## src/rtl/cla_operand_sequencer.sv

```systemverilog
// Operand sequencer around an external combinational adder: collects A then B, waits one
// settle cycle, captures sum plus reconstructed carry-out, and holds it until the sink accepts.
module cla_operand_sequencer #(
  parameter int WIDTH = 8
) (
  input  logic             clk_pi,
  input  logic             rst_n_pi,
  input  logic [WIDTH-1:0] op_data_pi,
  input  logic             op_valid_pi,
  output logic             op_ready_po,
  output logic [WIDTH-1:0] add_a_po,
  output logic [WIDTH-1:0] add_b_po,
  input  logic [WIDTH-1:0] add_sum_pi,
  output logic [WIDTH-1:0] res_data_po,
  output logic             res_carry_po,
  output logic             res_valid_po,
  input  logic             res_ready_pi,
  output logic [7:0]       op_count_po
);

  typedef enum logic [2:0] {
    LOAD_A  = 3'd0,
    LOAD_B  = 3'd1,
    SETTLE  = 3'd2,
    CAPTURE = 3'd3,
    HOLD    = 3'd4
  } state_t;

  state_t           state_q;
  logic             op_ready_q;
  logic [WIDTH-1:0] add_a_q;
  logic [WIDTH-1:0] add_b_q;
  logic [WIDTH-1:0] res_data_q;
  logic             res_carry_q;
  logic             res_valid_q;
  logic [7:0]       op_count_q;

  logic             op_fire;
  logic             res_fire;
  logic             carry_d;

  assign op_fire  = op_valid_pi & op_ready_q;
  assign res_fire = res_valid_q & res_ready_pi;

  // The adder returns only WIDTH bits; recover the carry from the operand and sum MSBs.
  assign carry_d = (add_a_q[WIDTH-1] & add_b_q[WIDTH-1]) |
                   ((add_a_q[WIDTH-1] | add_b_q[WIDTH-1]) & ~add_sum_pi[WIDTH-1]);

  always_ff @(posedge clk_pi or negedge rst_n_pi) begin
    if (!rst_n_pi) begin
      state_q     <= LOAD_A;
      op_ready_q  <= 1'b1;
      add_a_q     <= '0;
      add_b_q     <= '0;
      res_data_q  <= '0;
      res_carry_q <= 1'b0;
      res_valid_q <= 1'b0;
      op_count_q  <= 8'd0;
    end else begin
      case (state_q)
        LOAD_A: begin
          if (op_fire) begin
            add_a_q <= op_data_pi;
            state_q <= LOAD_B;
          end
        end
        LOAD_B: begin
          if (op_fire) begin
            add_b_q    <= op_data_pi;
            op_ready_q <= 1'b0;
            state_q    <= SETTLE;
          end
        end
        SETTLE: begin
          state_q <= CAPTURE;
        end
        CAPTURE: begin
          res_data_q  <= add_sum_pi;
          res_carry_q <= carry_d;
          res_valid_q <= 1'b1;
          op_count_q  <= op_count_q + 8'd1;
          state_q     <= HOLD;
        end
        HOLD: begin
          if (res_fire) begin
            res_valid_q <= 1'b0;
            op_ready_q  <= 1'b1;
            state_q     <= LOAD_A;
          end
        end
        default: begin
          res_valid_q <= 1'b0;
          op_ready_q  <= 1'b1;
          state_q     <= LOAD_A;
        end
      endcase
    end
  end

  assign op_ready_po  = op_ready_q;
  assign add_a_po     = add_a_q;
  assign add_b_po     = add_b_q;
  assign res_data_po  = res_data_q;
  assign res_carry_po = res_carry_q;
  assign res_valid_po = res_valid_q;
  assign op_count_po  = op_count_q;

endmodule
```

## config.mk

```make
export PLATFORM = sky130hd
export DESIGN_NAME = cla_operand_sequencer
export DESIGN_NICKNAME = d
export VERILOG_FILES = /design/src/rtl/cla_operand_sequencer.sv
export SDC_FILE = /design/constraint.sdc
export NUM_CORES = 1
export LEC_CHECK = 0
export CORE_UTILIZATION = 50
export DETAILED_ROUTE_END_ITERATION = 8
export DONT_BUFFER_PORTS = 1
export PLACE_DENSITY = 0.72
export SLEW_MARGIN = 0
export SYNTH_ARGS = -nofsm -noshare
export SYNTH_HDL_FRONTEND = slang
export SYNTH_SLANG_ARGS = --single-unit
```

## constraint.sdc

```tcl
create_clock -name clk_pi -period 2 [get_ports clk_pi]
set_input_delay 0.1 -clock clk_pi [delete_from_list [all_inputs] [get_ports clk_pi]]
set_output_delay 0.1 -clock clk_pi [all_outputs]
set_load 0.005 [all_outputs]
```

---- Word level (Yosys, flattened, before mapping) ----
Cells that the tools add are included.
storage, ports and cells
  flip-flop bits (word level) ............. 38
  output and inout port bits .............. 35
  logic and storage cells ................. 42
cells by class
  add/sub/neg operators ................... 1
  equality and inequality tests ........... 7
  mux-type cells .......................... 9
  bitwise gates (word level) .............. 9
  reduce and logical (&&, ||, !) cells .... 8
operators by type and width
  operator                                              count
  one-hot mux 3 bit (5 select lines)                    1
  2-to-1 mux 3 bit                                      3
  adder 8 x 1 -> 8 bit (second input constant)          1
  equality test 3 x 2 -> 1 bit (second input constant)  2
  inequality test 2 bit (second input constant)         3
  one-hot mux 1 bit (3 select lines)                    2
  AND reduction 2 bit                                   3
  AND reduction 3 bit                                   2
  OR reduction 3 bit                                    2
  bitwise AND 1 bit                                     4
  equality test 3 x 1 -> 1 bit (second input constant)  1
  equality test 3 bit (second input constant)           1
  zero test 3 bit                                       1
  2-to-1 mux 1 bit                                      3
  NOT 1 bit                                             3
  bitwise OR 1 bit                                      2

---- Logic depth before layout (Yosys ltp) ----
Gate-level depths: netlist of run 1.
  word-level depth ........................ 4
  depth in mapped cells ................... 5
  mapped depth without buffers ............ 4

---- Least setup slack after synthesis of run 1 ----
Ideal clock, no wire load.
  path type ............................... flip-flop to flip-flop
  start ................................... register op_ready_q, in the netlist op_ready_po
  end ..................................... register add_b_q[0], in the netlist add_b_po[0]
  setup time .............................. 0.125 ns
  data arrival time ....................... 1.445 ns
  required time ........................... 1.875 ns
  slack ................................... 0.430 ns
  stages on the path, launching flop included .. 4
  clock period less this slack ............ 1.570 ns
  cell sequence ........................... dfstp_2 nand2_2 nor4b_4 mux2_2
on the way
  longest elaborated chain between the ends .. 2
ends and longest elaborated chain
  what                           line  RTL
  from (decl)                    30    logic op_ready_q;
  from (signal assigned)         52    op_ready_q <= 1'b1;
  from (signal assigned)         70    op_ready_q <= 1'b0;
  from (signal assigned)         87    op_ready_q <= 1'b1;
  bitwise AND 1 bit              42    assign op_fire = op_valid_pi & op_ready_q;
  AND reduction 2 bit (no line)  n/a
  to (signal assigned)           69    add_b_q <= op_data_pi;
  to (decl)                      32    logic [WIDTH-1:0] add_b_q;
No other way between the ends.
A chain may end at the register's enable or synchronous reset.

---- Worst setup path after layout of run 1 ----
  start ................................... register state_q[1]
  end ..................................... register add_a_q[3], in the netlist add_a_po[3]
on the way
  longest elaborated chain between the ends .. 2
ends and longest elaborated chain
  what                           line  RTL
  from (decl)                    29    state_t state_q;
  from (signal assigned)         51    state_q <= LOAD_A;
  from (signal assigned)         64    state_q <= LOAD_B;
  from (signal assigned)         71    state_q <= SETTLE;
  zero test 3 bit                60    case (state_q)
  AND reduction 2 bit (no line)  n/a
  to (signal assigned)           63    add_a_q <= op_data_pi;
  to (decl)                      31    logic [WIDTH-1:0] add_a_q;
No other way between the ends.

==> results.ini, run 1 <==
[timing]
finalSetupTns_ns=0
max_freq_mhz=591
skew_ns=0.00874
maxSlewViolCount=0
period_needed_ns=1.69
tightest_slew_ns=0.581
slew_headroom_pct=61.0
rsz0062_at_grt=no
final-hold-violation-count=0
finalSetupViolCount=0
post-route-period-util_pct=84.6

[worst_setup_path]
worstPathRequired_ns=2.24
r2r_setup_slack_ns=0.31
cpPeakStageDelay_ns=0.64
critPathKind=register to register
cp-start-kind=register
rr_startpoint=state_q[1]
rr_worst_depth=2
reg2reg_to=add_a_po[3]
path_max_fanout=11
endpoint_kind=register
arrival_ns=1.93
worstPathCellList=nor4_4 > mux2_2
critPathSlowestCell=nor4_4

[flow_run]
cap_violations=0

[cts]
clk_pin_slew_worst_paths_ns=0.11
clockBufferDepth=2
cts-buffers-inserted=5
hold_buffers=19
cts.sinks=38
cts_tree=done
cts_max_level=2
cts_setup_buffers=0
root_buffer=clkbuf_4
clk-insertion-delay-late_ns=0.35
cts_resized=0

[placed_design]
port_buffers=0
gp_congestion=0.731
dp_hpwl_um=1950

[synth]
synth_cells=128
yosys_warnings=0
seq_area_frac_synth_pct=59.6
ys_seq_elements=38
syn_nets=149
netlist_area_um2=1600
yosysUniqueCellTypes=30
avgSynthCellArea_um2=12.5

[hold_path]
holdPathStages=3
holdCritStartpoint=op_valid_pi
hold_path_end=state_q[1]
hold_path.class=input port to register

[floorplanning]
dieArea_um2=3430
die_y_um=58.5
start_util_pct=52.3
die-width_um=58.5
core-area_um2=3050
rows=20
io_pins=55

[global_route]
grt_pass1_wl_um=4890
track_usage_pct=19.6
grt_pass1_vias=1108
grt-ovfl-total=0
antenna_found_initial=0
grt_start_max_net_pins=39

[cells_and_area]
synthToLayoutAreaGrowth_pct=18.4
mostFrequentLayoutCell=dfrtp_1
drive_gt1_share_pct=24.5
layout_common_cells=37 x dfrtp_1, 28 x nand2_1, 18 x mux2_2, 18 x dlygate4sd3_1, 5 x clkbuf_4
nets=171
antenna_cells=0

[detailed_routing]
dr.pass1.iters=4
wl_per_cell_um=15.1
drcViolationCount=0
drt_iter0_drc=36
ant_nets=0
drt-total-wl_um=2940
vias_per_cell=5.25
vias=1024

[pwr]
power_w=0.00229
power_density_nw_per_um2=1210
max-vdd-ir-drop_mv=0.744
p_leak_nw=0.859

[status]
status=finished clean

==> cell usage after synthesis, drive strengths merged <==
cell type | instances | area, µm²
nor4b | 1 | 23.8
maj3 | 1 | 10.0
nand3b | 1 | 11.3
o21ai | 2 | 10.0
inv | 4 | 15.0
and3b | 1 | 10.0
nand4b | 1 | 8.76
xor2 | 4 | 35.0
or4b | 1 | 10.0
mux2 | 18 | 203
nand3 | 2 | 10.0
nand2 | 29 | 111
nor3 | 2 | 10.0
dfrtp | 37 | 926
clkbuf | 1 | 3.75
o22a | 1 | 10.0
o31ai | 1 | 7.51
dfstp | 1 | 26.3
xnor2 | 4 | 35.0
nor2 | 4 | 15.0
nor4 | 2 | 33.8
a21oi | 2 | 10.0
buf | 4 | 28.8
ha | 1 | 12.5
nand4 | 2 | 12.5
a32oi | 1 | 8.76
==> final cells by class <==
cell class	count	area, µm²
flip-flops and latches	38	952
fillers	270	1160
well taps	44	55.1
repair buffers	20	208
multi-input cells	81	598
clock buffers	6	51.3
inverters	4	15.0
clock inverters	2	12.5
==> routing by layer <==
layer	track usage [%]	vias up	routed length (µm)
li1	-	473	-
met1	20.8	505	1120
met2	34.5	39	1520
met3	8.13	7	248
met4	8.16	0	50
met5	0	-	0
==> power by group <==
part | internal (W) | switching [W]
logic | 0.000288 | 0.000198
registers | 0.00106 | 0.000315
clock network | 0.000169 | 0.000259
total | 0.00152 | 0.000772
==> cells by family (layout without fill, tap and decap cells) <==
kind of cell | after synthesis | after routing | share of synthesized area [%]
AOI/OAI and AO/OA | 7 | 7 | 2.90
and+or+nand+nor | 46 | 46 | 16.1
xor gates and xnor gates | 8 | 8 | 4.38
DFF | 38 | 38 | 59.6
muxes | 18 | 18 | 12.7
adders and majority gates | 2 | 2 | 1.41
buffers and inverters | 9 | 32 | 2.98
==> sequential cells by signal, summed over array words and instances (netlist names) <==
name          cells
state_q           3
res_carry_po      1
res_data_po       8
res_valid_po      1
op_count_po       8
add_b_po          8
add_a_po          8
op_ready_po       1
==> how the worst max path moves through the flow <==
stage	startpoint	end	slack (ns)	cells after the start
floorplan	op_ready_po	add_b_po[0]	0.43	3
global placement	state_q[1]	add_a_po[1]	0.38	2
detailed placement	state_q[1]	add_a_po[3]	0.31	2
CTS	state_q[1]	add_a_po[3]	0.30	2
global route	state_q[1]	add_a_po[0]	0.19	2
finish	state_q[1]	add_a_po[3]	0.31	2
==> worst max-delay path, delay by kind of cell (launching register included) <==
kind | cells | cell delay, ns
AND/OR/NAND/NOR | 1 | 0.64
multiplexers | 1 | 0.40
flip-flops | 1 | 0.56
==> through the flow <==
step | hold WS, ns | setup slack, ns | cells | cell area [µm²] | util, %
final | 0.00967 | 0.308 | 195 | 1890 | 62.0
after global placement | -0.195 | 0.379 | 168 | 1630 | 53.3
after global routing | 0.00438 | 0.186 | 195 | 1890 | 62.0
after CTS | 0.00295 | 0.296 | 195 | 1890 | 62.0
after floorplan | -0.196 | 0.430 | 128 | 1600 | -
after detailed placement | -0.195 | 0.311 | 168 | 1630 | 53.3
Note: power is estimated with default switching activity, not from simulation.
==> run 2, diff against run 1 <==
- clock period: 2 -> 1.7 ns (I/O delays scaled with it)
==> results.ini, run 2 (synthesis gave the netlist of run 1 again) <==
[cts]
cts-buffers-inserted=5  ; unchanged
cts.sinks=38  ; unchanged
cts_resized=0  ; unchanged
root_buffer=clkbuf_4
clk-insertion-delay-late_ns=0.33  ; -0.02 ns
cts_max_level=2  ; unchanged
hold_buffers=20  ; +1
clk_pin_slew_worst_paths_ns=0.11  ; about the same
cts_setup_buffers=0  ; unchanged
clockBufferDepth=2  ; unchanged
cts_tree=done

[pwr]
power_density_nw_per_um2=1410  ; +17%
seq_power_share_pct=58.6  ; -1.5 points
max-vdd-ir-drop_mv=0.724  ; -2.7%
p_int_w=0.00182  ; +20%
p_switching_w=0.000909  ; +18%
p_leak_nw=0.883  ; +2.8%
pwr-share-comb_pct=23.6  ; +2.4 points
swShare_pct=33.3  ; -0.38 points
pwr-share-clk_pct=17.8  ; -0.9 points

[worst_setup_path]
endpoint_kind=register
r2r_setup_slack_ns=0.14  ; -0.17 ns
worstPathRequired_ns=1.92  ; -0.32 ns
critPathKind=register to register
critPathSlowestCell=dfstp_2
reg2reg_to=add_b_po[6]
arrival_ns=1.78  ; -0.15 ns
path_max_fanout=8  ; -3
worstPathCellList=nand2_2 > nor4b_4 > buf_4 > mux2_2
cp-start-kind=register
rr_startpoint=op_ready_po
cpPeakStageDelay_ns=0.60  ; -0.04 ns
rr_worst_depth=4  ; +2

[placed_design]
gp_congestion=0.754  ; +3.1%
dp_hpwl_um=1950  ; +0.14%
port_buffers=0  ; unchanged
dp.cells=172  ; +2.4%

[cells_and_area]
stdcell_count=200  ; +2.6%
layout_common_cells=37 x dfrtp_1, 28 x nand2_1, 19 x dlygate4sd3_1
antenna_cells=0  ; unchanged
mostFrequentLayoutCell=dfrtp_1
fillers=270  ; unchanged
drive_gt1_share_pct=26.3  ; +1.8 points
synthToLayoutAreaGrowth_pct=20.9
nets=176  ; +2.9%

[floorplanning]
start_util_pct=52.3  ; unchanged
io_pins=55  ; unchanged
dieArea_um2=3430  ; unchanged
die-width_um=58.5  ; unchanged
core-area_um2=3050  ; unchanged
rows=20  ; unchanged
die_y_um=58.5  ; unchanged

[timing]
finalSetupTns_ns=0  ; unchanged
finalSetupViolCount=0  ; unchanged
rsz0062_at_grt=no
max_freq_mhz=642  ; +8.6%
skew_ns=0.00965  ; +0.000903 ns
period_needed_ns=1.56  ; -0.134 ns
final-hold-violation-count=0  ; unchanged
slew_headroom_pct=72.4  ; +11 points
post-route-period-util_pct=91.6  ; +7.0 points
maxSlewViolCount=0  ; unchanged
tightest_slew_ns=0.414  ; -0.167 ns

[detailed_routing]
ant_nets=0  ; unchanged
wl_per_cell_um=15.1  ; +0.36%
vias=1060  ; +3.5%
drt_iter0_drc=50  ; +39%
drcViolationCount=0  ; unchanged
drt-total-wl_um=3020  ; +2.9%
vias_per_cell=5.30  ; +0.93%
dr.pass1.iters=4  ; unchanged

[hold_path]
holdCritStartpoint=op_valid_pi
holdPathStages=3  ; unchanged
hold_path.class=input port to register
hold_path_end=state_q[0]

[global_route]
grt_pass1_vias=1049  ; -5.3%
track_usage_pct=19.4  ; -0.20 points
grt_pass1_wl_um=4840  ; -0.86%
antenna_found_initial=0  ; unchanged
grt-ovfl-total=0  ; unchanged
grt_start_max_net_pins=39  ; unchanged

[status]
status=finished clean

[flow_run]
cap_violations=0  ; unchanged

run 2: cell count changes in the layout (fill, tap and decap cells not counted), sizes merged:
cell         previous run  this run
buf                     2         6
dlygate4sd3            18        19
run 2: critical path, delay by kind of cell (launching register included):
family | cells | cell delay (ns)
buffers and inverters | 1 | 0.20
multiplexers | 1 | 0.34
AND/OR/NAND/NOR | 2 | 0.31
flip-flops | 1 | 0.60
run 2: worst max path at each step:
stage / start / endpoint / slack [ns] / cells after the start
after floorplan: op_ready_po / add_b_po[0] / 0.13 / 3
after global placement: op_ready_po / add_b_po[0] / 0.16 / 4
after detailed placement: op_ready_po / add_b_po[6] / 0.14 / 4
after CTS: op_ready_po / add_b_po[6] / 0.12 / 4
after global routing: state_q[1] / res_valid_po / 0.07 / 3
final: op_ready_po / add_b_po[6] / 0.14 / 4
run 2: area by class of cell:
| class | instances | area, µm² | share of cell area [%] |
|---|---|---|---|
| inverter | 4 | 15.0 | 0.777 |
| sequential | 38 | 952 | 49.3 |
| multi-input combinational | 81 | 598 | 31.0 |
| timing repair buffer | 25 | 248 | 12.8 |
| clock inverter | 2 | 12.5 | 0.648 |
| clock buffer | 6 | 51.3 | 2.66 |
| tap | 44 | 55.1 | 2.85 |
run 2: metal layers:
metal | track usage [%] | up-vias | share of wire, %
met1 | 19.7 | 523 | 39
met4 | 5.10 | 0 | 0.56
met2 | 35.1 | 46 | 53
li1 | - | 489 | -
met3 | 9.89 | 2 | 7.3
met5 | 0 | - | 0
run 2: per-stage QoR:
stage,power [W],setup WS (ns),hold slack (ns),cell area (µm²),utilization [%]
after global placement,0.00215,0.158,-0.210,1660,54.3
final,0.00273,0.142,0.0331,1930,63.3
after detailed placement,0.00220,0.137,-0.210,1660,54.3
after global routing,0.00292,0.0717,0.0214,1930,63.3
after CTS,0.00275,0.117,0.00675,1930,63.3
after floorplan,0.00204,0.130,-0.211,1600,-
run 2: power by group through the flow:
stage,registers (W),clock network (W),logic (W)
final,0.00160,0.000486,0.000645
after detailed placement,0.00162,0,0.000577
after floorplan,0.00150,0,0.000535
after global routing,0.00165,0.000551,0.000718
after CTS,0.00160,0.000509,0.000641
after global placement,0.00160,0,0.000546
